==> src/rtl/ysyx_23060236_btb_update.sv <==
// BTB update path: resolves EXU control-flow outcomes, raises IFU redirects on
// mispredicts and queues BTB training writes into a small FIFO that drains one
// entry per cycle into the BTB write port. Also keeps two performance counters.
module ysyx_23060236_btb_update #(
    parameter int ADDR_LEN   = 32,
    parameter int DATA_LEN   = 32,
    parameter int FIFO_DEPTH = 2
) (
    input  logic                clock,
    input  logic                reset,
    input  logic                in_valid,
    output logic                in_ready,
    input  logic [ADDR_LEN-1:0] in_pc,
    input  logic [DATA_LEN-1:0] in_pred_npc,
    input  logic [DATA_LEN-1:0] in_actual_npc,
    input  logic                in_taken,
    output logic                redirect_valid,
    output logic [DATA_LEN-1:0] redirect_pc,
    input  logic                redirect_ready,
    input  logic                wr_hold,
    output logic                btb_wvalid,
    output logic [ADDR_LEN-1:0] btb_awaddr,
    output logic [DATA_LEN-1:0] btb_wdata,
    output logic [31:0]         perf_cf_cnt,
    output logic [31:0]         perf_mis_cnt
);

    // Pointers carry one extra wrap bit so full and empty are distinguishable.
    localparam int IDX_W = $clog2(FIFO_DEPTH);
    localparam int PTR_W = IDX_W + 1;

    typedef struct packed {
        logic [ADDR_LEN-1:0] pc;
        logic [DATA_LEN-1:0] target;
    } wr_entry_t;

    typedef enum logic {
        IDLE,
        REDIRECT
    } state_t;

    state_t           state;
    logic [DATA_LEN-1:0] redirect_pc_q;

    wr_entry_t        fifo_mem [FIFO_DEPTH];
    logic [PTR_W-1:0] wr_ptr;
    logic [PTR_W-1:0] rd_ptr;
    logic             fifo_full;
    logic             fifo_empty;

    logic             accept;
    logic             mis;
    logic             train;
    logic             push;
    logic             pop;

    logic [31:0]      cf_cnt;
    logic [31:0]      mis_cnt;

    // FIFO status from the wrap-extended pointers.
    assign fifo_empty = (wr_ptr == rd_ptr);
    assign fifo_full  = (wr_ptr[PTR_W-1] != rd_ptr[PTR_W-1]) &&
                        (wr_ptr[IDX_W-1:0] == rd_ptr[IDX_W-1:0]);

    // A full FIFO blocks input even if it pops this cycle: no bypass path.
    assign in_ready = (state == IDLE) && !fifo_full;
    assign accept   = in_valid && in_ready;
    assign mis      = (in_pred_npc != in_actual_npc);
    assign train    = in_taken && mis;
    assign push     = accept && train;

    // The BTB write port has no backpressure, so every strobe is a pop.
    assign btb_wvalid = !fifo_empty && !wr_hold;
    assign pop        = btb_wvalid;
    assign btb_awaddr = fifo_mem[rd_ptr[IDX_W-1:0]].pc;
    assign btb_wdata  = fifo_mem[rd_ptr[IDX_W-1:0]].target;

    assign redirect_valid = (state == REDIRECT);
    assign redirect_pc    = redirect_pc_q;
    assign perf_cf_cnt    = cf_cnt;
    assign perf_mis_cnt   = mis_cnt;

    // Redirect FSM: hold the refetch target until the IFU takes it.
    always_ff @(posedge clock) begin
        if (reset) begin
            state         <= IDLE;
            redirect_pc_q <= '0;
        end else begin
            case (state)
                IDLE: begin
                    if (accept && mis) begin
                        state         <= REDIRECT;
                        redirect_pc_q <= in_actual_npc;
                    end
                end
                REDIRECT: begin
                    if (redirect_ready) state <= IDLE;
                end
                default: state <= IDLE;
            endcase
        end
    end

    // Queue pointers; draining is independent of the redirect state.
    always_ff @(posedge clock) begin
        if (reset) begin
            wr_ptr <= '0;
            rd_ptr <= '0;
        end else begin
            if (push) wr_ptr <= wr_ptr + PTR_W'(1);
            if (pop)  rd_ptr <= rd_ptr + PTR_W'(1);
        end
    end

    // Queue storage; contents are only meaningful behind the pointers.
    always_ff @(posedge clock) begin
        if (push) begin
            fifo_mem[wr_ptr[IDX_W-1:0]].pc     <= in_pc;
            fifo_mem[wr_ptr[IDX_W-1:0]].target <= in_actual_npc;
        end
    end

    // Performance counters, free-running with natural 32-bit wrap.
    always_ff @(posedge clock) begin
        if (reset) begin
            cf_cnt  <= '0;
            mis_cnt <= '0;
        end else if (accept) begin
            cf_cnt <= cf_cnt + 32'd1;
            if (mis) mis_cnt <= mis_cnt + 32'd1;
        end
    end

endmodule

==> config.mk <==
export PLATFORM = sky130hd
export DESIGN_NAME = ysyx_23060236_btb_update
export DESIGN_NICKNAME = d
export VERILOG_FILES = /design/src/rtl/ysyx_23060236_btb_update.sv
export SDC_FILE = /design/constraint.sdc
export NUM_CORES = 1
export LEC_CHECK = 0
export BUFFER_PORTS_ARGS = -buffer_cell sky130_fd_sc_hd__buf_2
export CAP_MARGIN = 0
export CORE_MARGIN = 2
export CORE_UTILIZATION = 45
export CTS_BUF_LIST = sky130_fd_sc_hd__clkbuf_16
export DETAILED_ROUTE_END_ITERATION = 8
export PLACE_DENSITY = 0.79
export REMOVE_ABC_BUFFERS = 1
export SYNTH_ARGS = -nofsm -noshare
export SYNTH_HDL_FRONTEND = slang
export SYNTH_SLANG_ARGS = --single-unit
export TNS_END_PERCENT = 1
==> constraint.sdc <==
create_clock -name clock -period 5.9 [get_ports clock]
set_clock_uncertainty 0.1 [all_clocks]
set_input_delay 1.475 -clock clock [delete_from_list [all_inputs] [get_ports clock]]
set_output_delay 1.475 -clock clock [all_outputs]
set_load 0.02 [all_outputs]
==> reports/metrics.cfg, run 1 <==
[worst_setup_path]
arrival_ns=2.55
path_buf_inv=2
critPathMaxFanout=35
r2r_slack_ns=2.94
start_kind=register
rr_startpoint=wr_ptr[0]
critPathTopFamily=flip-flops
worst-r2r-cell-count=6
crit_chain=buf_4, mux2_2, buf_2
worst_ep_required_time_ns=4.32
cp-end-kind=output pin
path_class=register to output pin
r2r_end=fifo_mem[0][10]
max_stage_delay_ns=0.94
crit_slowest_cell=dfxtp_2

[timing]
slew_headroom=0.383
setup_viol=0
tightestPinTransition_ns=0.925
period_share=0.699
fin_crit_ns=4.12
hold_viol=0
rsz0062_at_grt=false
fmax_mhz=243
drv_slew=0

[placement]
dp.cells=1231
numPortBuffers=264
place_hpwl_um=15500
place.gp.congestion=0.757

[global_route]
antenna_found_initial=1
overflow=0
grt_first_pass_wirelength_um=34200
grt_max_degree=83
track_usage=0.195
grt_pass1_vias=6425

[min_path]
hp-class=register to register
hold_end=perf_mis_cnt[14]
hold_depth=2
hp-start=perf_mis_cnt[14]

[layout]
fin_cells=1277
n_fill_cell=1666
drive_gt1_frac=0.378
layout.nets=1092
ff_latch_area_um2=5890
syn_to_final_growth_pct=25.2
multiInputGateArea_um2=3320

[cts]
ctsResizeCount=0
clk_latency_ns=0.51
postCtsSetupRepairBufs=0
htreeDepth=1
cts_tree=built
cts_buffers=25
clk_path_buf_depth=3
clkSinkCount=230
cts_root_buf=clkbuf_16
cts_hold_buf=0
path_clk_slew_ns=0.06

[power]
pwr_density_cell_nw_per_um2=314
vdd_ir_drop_max_v=0.000159
power_w=0.00368
leakagePower_nw=4.67

[detailed_routing]
detail_route.wl_per_cell_um=17.4
drt-total-wl_um=22200
ant_nets=0
drc=0
dr.pass1.iters=4
via_per_inst=5.18
vias=6619
drt_first_iter_violations=238

[yosys]
synth_area_um2=9350
yosys_warnings=0
synthDistinctLibCells=41
syn_avg_cell_area_um2=12.9
ys_ff_latch=230
synth_cells=723
yosysSeqAreaShare=0.630

[floorplan]
core-area_um2=20300
initial_core_util=0.461
die_x_um=148
io_pins=265
fp.dieH_um=148
dieArea_um2=21900
std_cell_rows=52

[run_status]
outcome=completed

[job]
max-cap-violations=0

-- stage by stage --
step / hold slack (ns) / setup slack [ns] / area [µm²] / util / TNS [ns]
floorplan: 0.437 / -2.24 / 9220 / - / -204.20
global placement: 0.369 / 1.71 / 11000 / 0.540 / 0
detailed placement: 0.379 / 1.63 / 11000 / 0.540 / 0
CTS: 0.396 / 1.71 / 11700 / 0.576 / 0
global route: 0.429 / 1.65 / 11700 / 0.576 / 0
finish: 0.396 / 1.78 / 11700 / 0.577 / 0
-- routing by layer --
metal,up-vias,share of wire,track usage
met5,-,0,0
met2,257,0.48,0.332
li1,3169,-,-
met1,3155,0.42,0.256
met4,0,0.023,0.0519
met3,38,0.079,0.0396
-- cell families (layout without fill, tap and decap cells) --
group	Yosys count	after routing	share of synthesized area
compound gates	60	60	0.0440
xor+xnor	71	71	0.0665
fa+ha+maj	2	2	0.00268
buf+inv	41	323	0.0177
flops	230	230	0.630
mux	103	103	0.120
other cells	0	2	0
simple gates	216	216	0.120
-- worst min-delay path: cells and delay by family, from the launching register on --
kind	cells	cell delay (ns)
DFF	1	0.33
AOI/OAI and AO/OA	2	0.12
-- cells in the mapped netlist (all sizes together) --
library cell / instances / area (µm²)
nor2: 90 / 345
or4: 10 / 75.1
inv: 10 / 37.5
clkbuf: 25 / 93.8
nand2: 26 / 97.6
a2111oi: 2 / 55.1
a21o: 3 / 22.5
nor2b: 6 / 37.5
and4: 6 / 52.6
xor2: 25 / 219
a31o: 1 / 8.76
ha: 2 / 25.0
a211oi: 2 / 25.0
or2: 1 / 6.26
xnor2: 46 / 403
a41o: 2 / 20.0
nor3: 3 / 15.0
o31ai: 9 / 67.6
nor4: 5 / 73.8
and2: 2 / 12.5
nand4: 25 / 156
a311oi: 2 / 17.5
nand3: 15 / 75.1
a21oi: 27 / 135
o21ai: 12 / 60.1
buf: 6 / 33.8
mux2: 70 / 788
mux2i: 33 / 330
nand2b: 2 / 12.5
dfxtp: 102 / 2040
or3: 14 / 92.6
and3: 11 / 68.8
edfxtp: 128 / 3840
-- state kept, by name, summed over array words and instances (netlist names), named ones only --
name,flops
perf_cf_cnt,32
rd_ptr,2
wr_ptr,2
redirect_pc,32
redirect_valid,1
perf_mis_cnt,32
fifo_mem,128
-- power breakdown --
part / total (W) / switching (W) / internal (W)
clock: 0.00139 / 0.000589 / 0.000806
combinational: 0.000491 / 0.000290 / 0.000201
sequential: 0.00180 / 0.0000429 / 0.00175
-- area by class of cell --
type | count | area share
sequential | 230 | 0.503
inverter | 10 | 0.00321
multi-input combinational | 452 | 0.283
clock inverter | 19 | 0.00919
clock buffer | 25 | 0.0534
timing repair buffer | 269 | 0.118
tap | 270 | 0.0289
antenna | 2 | 0.000428
-- layout by cell type (no fill, tap or decap), drive strengths merged, types with 3 or more instances in the layout --
| master | netlist | layout |
|---|---|---|
| buf | 6 | 269 |
| edfxtp | 128 | 128 |
| dfxtp | 102 | 102 |
| nor2 | 90 | 90 |
| mux2 | 70 | 70 |
| xnor2 | 46 | 46 |
| mux2i | 33 | 33 |
| a21oi | 27 | 27 |
| nand2 | 26 | 26 |
| xor2 | 25 | 25 |
| nand4 | 25 | 25 |
| clkbuf | 25 | 25 |
| inv | 10 | 21 |
| nand3 | 15 | 15 |
| or3 | 14 | 14 |
| o21ai | 12 | 12 |
| and3 | 11 | 11 |
| or4 | 10 | 10 |
| o31ai | 9 | 9 |
| and4 | 6 | 6 |
| nor2b | 6 | 6 |
| clkinv | 0 | 6 |
| nor4 | 5 | 5 |
| a21o | 3 | 3 |
| nor3 | 3 | 3 |
-- how the worst max path moves through the flow --
stage                           start               to  slack, ns  depth (start not counted)
floorplan                    in_valid   fifo_mem[0][0]      -2.24                          5
global placement    in_actual_npc[30]  fifo_mem[1][37]       1.71                          7
detailed placement  in_actual_npc[30]  fifo_mem[1][45]       1.63                          7
CTS                          register    btb_awaddr[3]       1.71                          3
global route                 register    btb_awaddr[3]       1.65                          3
finish                       register    btb_awaddr[3]       1.78                          3
No activity file was read; power rests on OpenSTA's default activity.
==> inputs of run 2 (changes only) <==
--- a/config.mk
+++ b/config.mk
@@ -5,13 +5,14 @@
 export SDC_FILE = /design/constraint.sdc
 export NUM_CORES = 1
 export LEC_CHECK = 0
+export ABC_AREA = 1
 export BUFFER_PORTS_ARGS = -buffer_cell sky130_fd_sc_hd__buf_2
 export CAP_MARGIN = 0
 export CORE_MARGIN = 2
 export CORE_UTILIZATION = 45
 export CTS_BUF_LIST = sky130_fd_sc_hd__clkbuf_16
 export DETAILED_ROUTE_END_ITERATION = 8
-export PLACE_DENSITY = 0.79
+export PLACE_DENSITY = 0.78
 export REMOVE_ABC_BUFFERS = 1
 export SYNTH_ARGS = -nofsm -noshare
 export SYNTH_HDL_FRONTEND = slang
==> constraint.sdc (replaced) <==
create_clock -name clock -period 3.7 [get_ports clock]
set_clock_uncertainty 0.1 [all_clocks]
set_input_delay 0.925 -clock clock [delete_from_list [all_inputs] [get_ports clock]]
set_output_delay 0.925 -clock clock [all_outputs]
set_load 0.02 [all_outputs]
==> reports/metrics.cfg, run 2 <==
[layout]
mostFrequentLayoutCells=buf_2, nand2_1, nor2_1, edfxtp_1, dfxtp_1
syn_to_final_growth_pct=22.9
finalInstanceArea_um2=12700  ; +8.6%
fin_cells=1660  ; +30%
drive_gt1_frac=0.294  ; -0.0844
utilization=0.563  ; -0.0136
final_common_cell=buf_2
layout.nets=1457  ; +33%
largest_register_ffs=128  ; unchanged

[worst_setup_path]
path_class=register to output pin
crit_chain=buf_12, mux2_2, buf_2
critPathMaxFanout=64  ; +83%
max_stage_delay_ns=0.39  ; -0.55 ns
path_buf_inv=2  ; unchanged
start_kind=register
arrival_ns=1.79  ; -0.76 ns
crit_slowest_cell=mux2_2
critPathTopFamily=buffers and inverters
cp-end-kind=output pin
worst_ep_required_time_ns=2.67  ; -1.65 ns

[power]
switching_share=0.260  ; +0.0101
power_frac_comb=0.136  ; +0.003
pwr_density_cell_nw_per_um2=476  ; +51%
clkPwrFrac=0.393  ; +0.014
p_int_w=0.00447  ; +62%
seqPwrFrac=0.471  ; -0.017
p_sw_w=0.00158  ; +71%
leakagePower_nw=5.10  ; +9.3%
vdd_ir_drop_max_v=0.000215  ; +35%
power_w=0.00605  ; +64%

[cts]
clkSinkCount=230  ; unchanged
postCtsSetupRepairBufs=0  ; unchanged
path_clk_slew_ns=0.06  ; about the same
cts_root_buf=clkbuf_16
ctsResizeCount=0  ; unchanged
cts_hold_buf=0  ; unchanged
cts_tree=built
clk_path_buf_depth=3  ; unchanged
htreeDepth=1  ; unchanged
clk_latency_ns=0.51  ; about the same
cts_buffers=25  ; unchanged

[detailed_routing]
via_per_inst=5.13  ; -0.94%
ant_nets=0  ; unchanged
detail_route.wl_per_cell_um=16.2  ; -6.8%
dr.pass1.iters=5  ; +1
drc=0  ; unchanged
drt-total-wl_um=26900  ; +21%
vias=8523  ; +29%
drt_first_iter_violations=473  ; +99%

[yosys]
synth_area_um2=10300  ; +11%
synthDistinctLibCells=30  ; -27%
synth_edf_count=128  ; unchanged
synth_common_cells=nand2_1, nor2_1, edfxtp_1, dfxtp_1, inv_1
ys.flop_type=edfxtp_1
syn_avg_cell_area_um2=9.49  ; -27%
synthTopCellsByArea=edfxtp_1, dfxtp_1, nand2_1
yosys_warnings=0  ; unchanged
ys_ff_latch=230  ; unchanged
synth_cells=1090  ; +51%
async_reset_ff_frac=0  ; unchanged
synth_top_area_cell=edfxtp_1
synth_top_area_share=0.372  ; -0.0394
synth_most_common_cell=nand2_1
yosysSeqAreaShare=0.569  ; -0.0603

[timing]
period_share=0.760
hold_viol=0  ; unchanged
setup_viol=0  ; unchanged
tightestPinTransition_ns=1.02  ; +0.0909 ns
slew_headroom=0.322  ; -0.0616
fmax_mhz=356
fin_crit_ns=2.81
rsz0062_at_grt=false
drv_slew=0  ; unchanged
fin_hold_ws_ns=0.383  ; -0.0129 ns

[floorplan]
io_pins=265  ; unchanged
core-area_um2=22600  ; +11%
fp.dieH_um=156  ; +5.0%
dieArea_um2=24200  ; +10%
std_cell_rows=55  ; +5.8%
die_x_um=156  ; +5.0%
initial_core_util=0.458  ; -0.00251

[placement]
numPortBuffers=264  ; unchanged
dp.cells=1611  ; +31%
place_hpwl_um=18800  ; +22%
place.gp.congestion=0.931  ; +23%
place_area_um2=11900  ; +8.7%

[min_path]
hp-class=register to register

[global_route]
track_usage=0.213  ; +0.0179
grt_pass1_vias=8123  ; +26%
overflow=0  ; unchanged
grt_first_pass_wirelength_um=41400  ; +21%
grt_max_degree=65  ; -22%
antenna_found_initial=4  ; +3

[run_status]
outcome=completed

[job]
max-cap-violations=0  ; unchanged

[run 2: cell types whose count changed after synthesis, moves of 18 or more]
cell,previous run,this run
a21oi_1,27,56
inv_1,10,75
mux2i_1,33,0
nand2_1,26,252
nand3_1,15,48
nor2_1,89,159
nor3_1,3,21
o21ai_0,8,37
xnor2_1,46,28
[run 2: area by class of cell]
type	instances	area (µm²)
Clock buffer	25	626
Timing Repair Buffer	273	1430
Sequential cell	230	5890
Antenna cell	3	7.51
Multi-Input combinational cell	744	3950
Inverter	79	299
Tap cell	285	357
Fill cell	1956	9860
Clock inverter	21	158
[run 2: tightest hold or removal path: stages (launching register included)]
cell     delay (ns)
dfxtp_1        0.32
nor2_1         0.04
nor2_1         0.08
[run 2: final timing paths]
kind                    from              end  slack [ns]  cells past startpoint
max                 register    btb_wdata[14]        0.89                      3
max reg2reg        wr_ptr[0]  fifo_mem[0][49]        1.31                      7
min reg2reg  redirect_pc[10]  redirect_pc[10]        0.38                      2
min          redirect_pc[10]  redirect_pc[10]        0.38                      2
[run 2: metrics by stage]
step / TNS, ns / worst slack (ns)
6_report: 0 / 0.888
3_3_place_gp: 0 / 0.779
5_1_grt: 0 / 0.809
2_1_floorplan: -82.40 / -1.29
4_1_cts: 0 / 0.864
3_5_place_dp: 0 / 0.793
[run 2: per-layer routing]
layer	routed length, µm	vias up	global-route usage
li1	-	4163	-
met1	10900	3998	0.262
met2	13000	320	0.375
met3	2550	38	0.0581
met4	395	4	0.0472
met5	27	-	0
[run 2: power groups by stage]
stage	Sequential [W]	Combinational (W)	Clock, W
final	0.00285	0.000823	0.00238
after global routing	0.00286	0.000889	0.00253
after CTS	0.00285	0.000831	0.00244
after floorplan	0.00298	0.000415	0
after global placement	0.00290	0.000814	0
after detailed placement	0.00291	0.000827	0
[run 2: cells by family after synthesis]
logic type,synth area share
compound gates,0.0513
xor+xnor,0.0415
fa+ha+maj,0.00242
buf+inv,0.0495
flops,0.569
mux,0.0697
simple gates,0.216
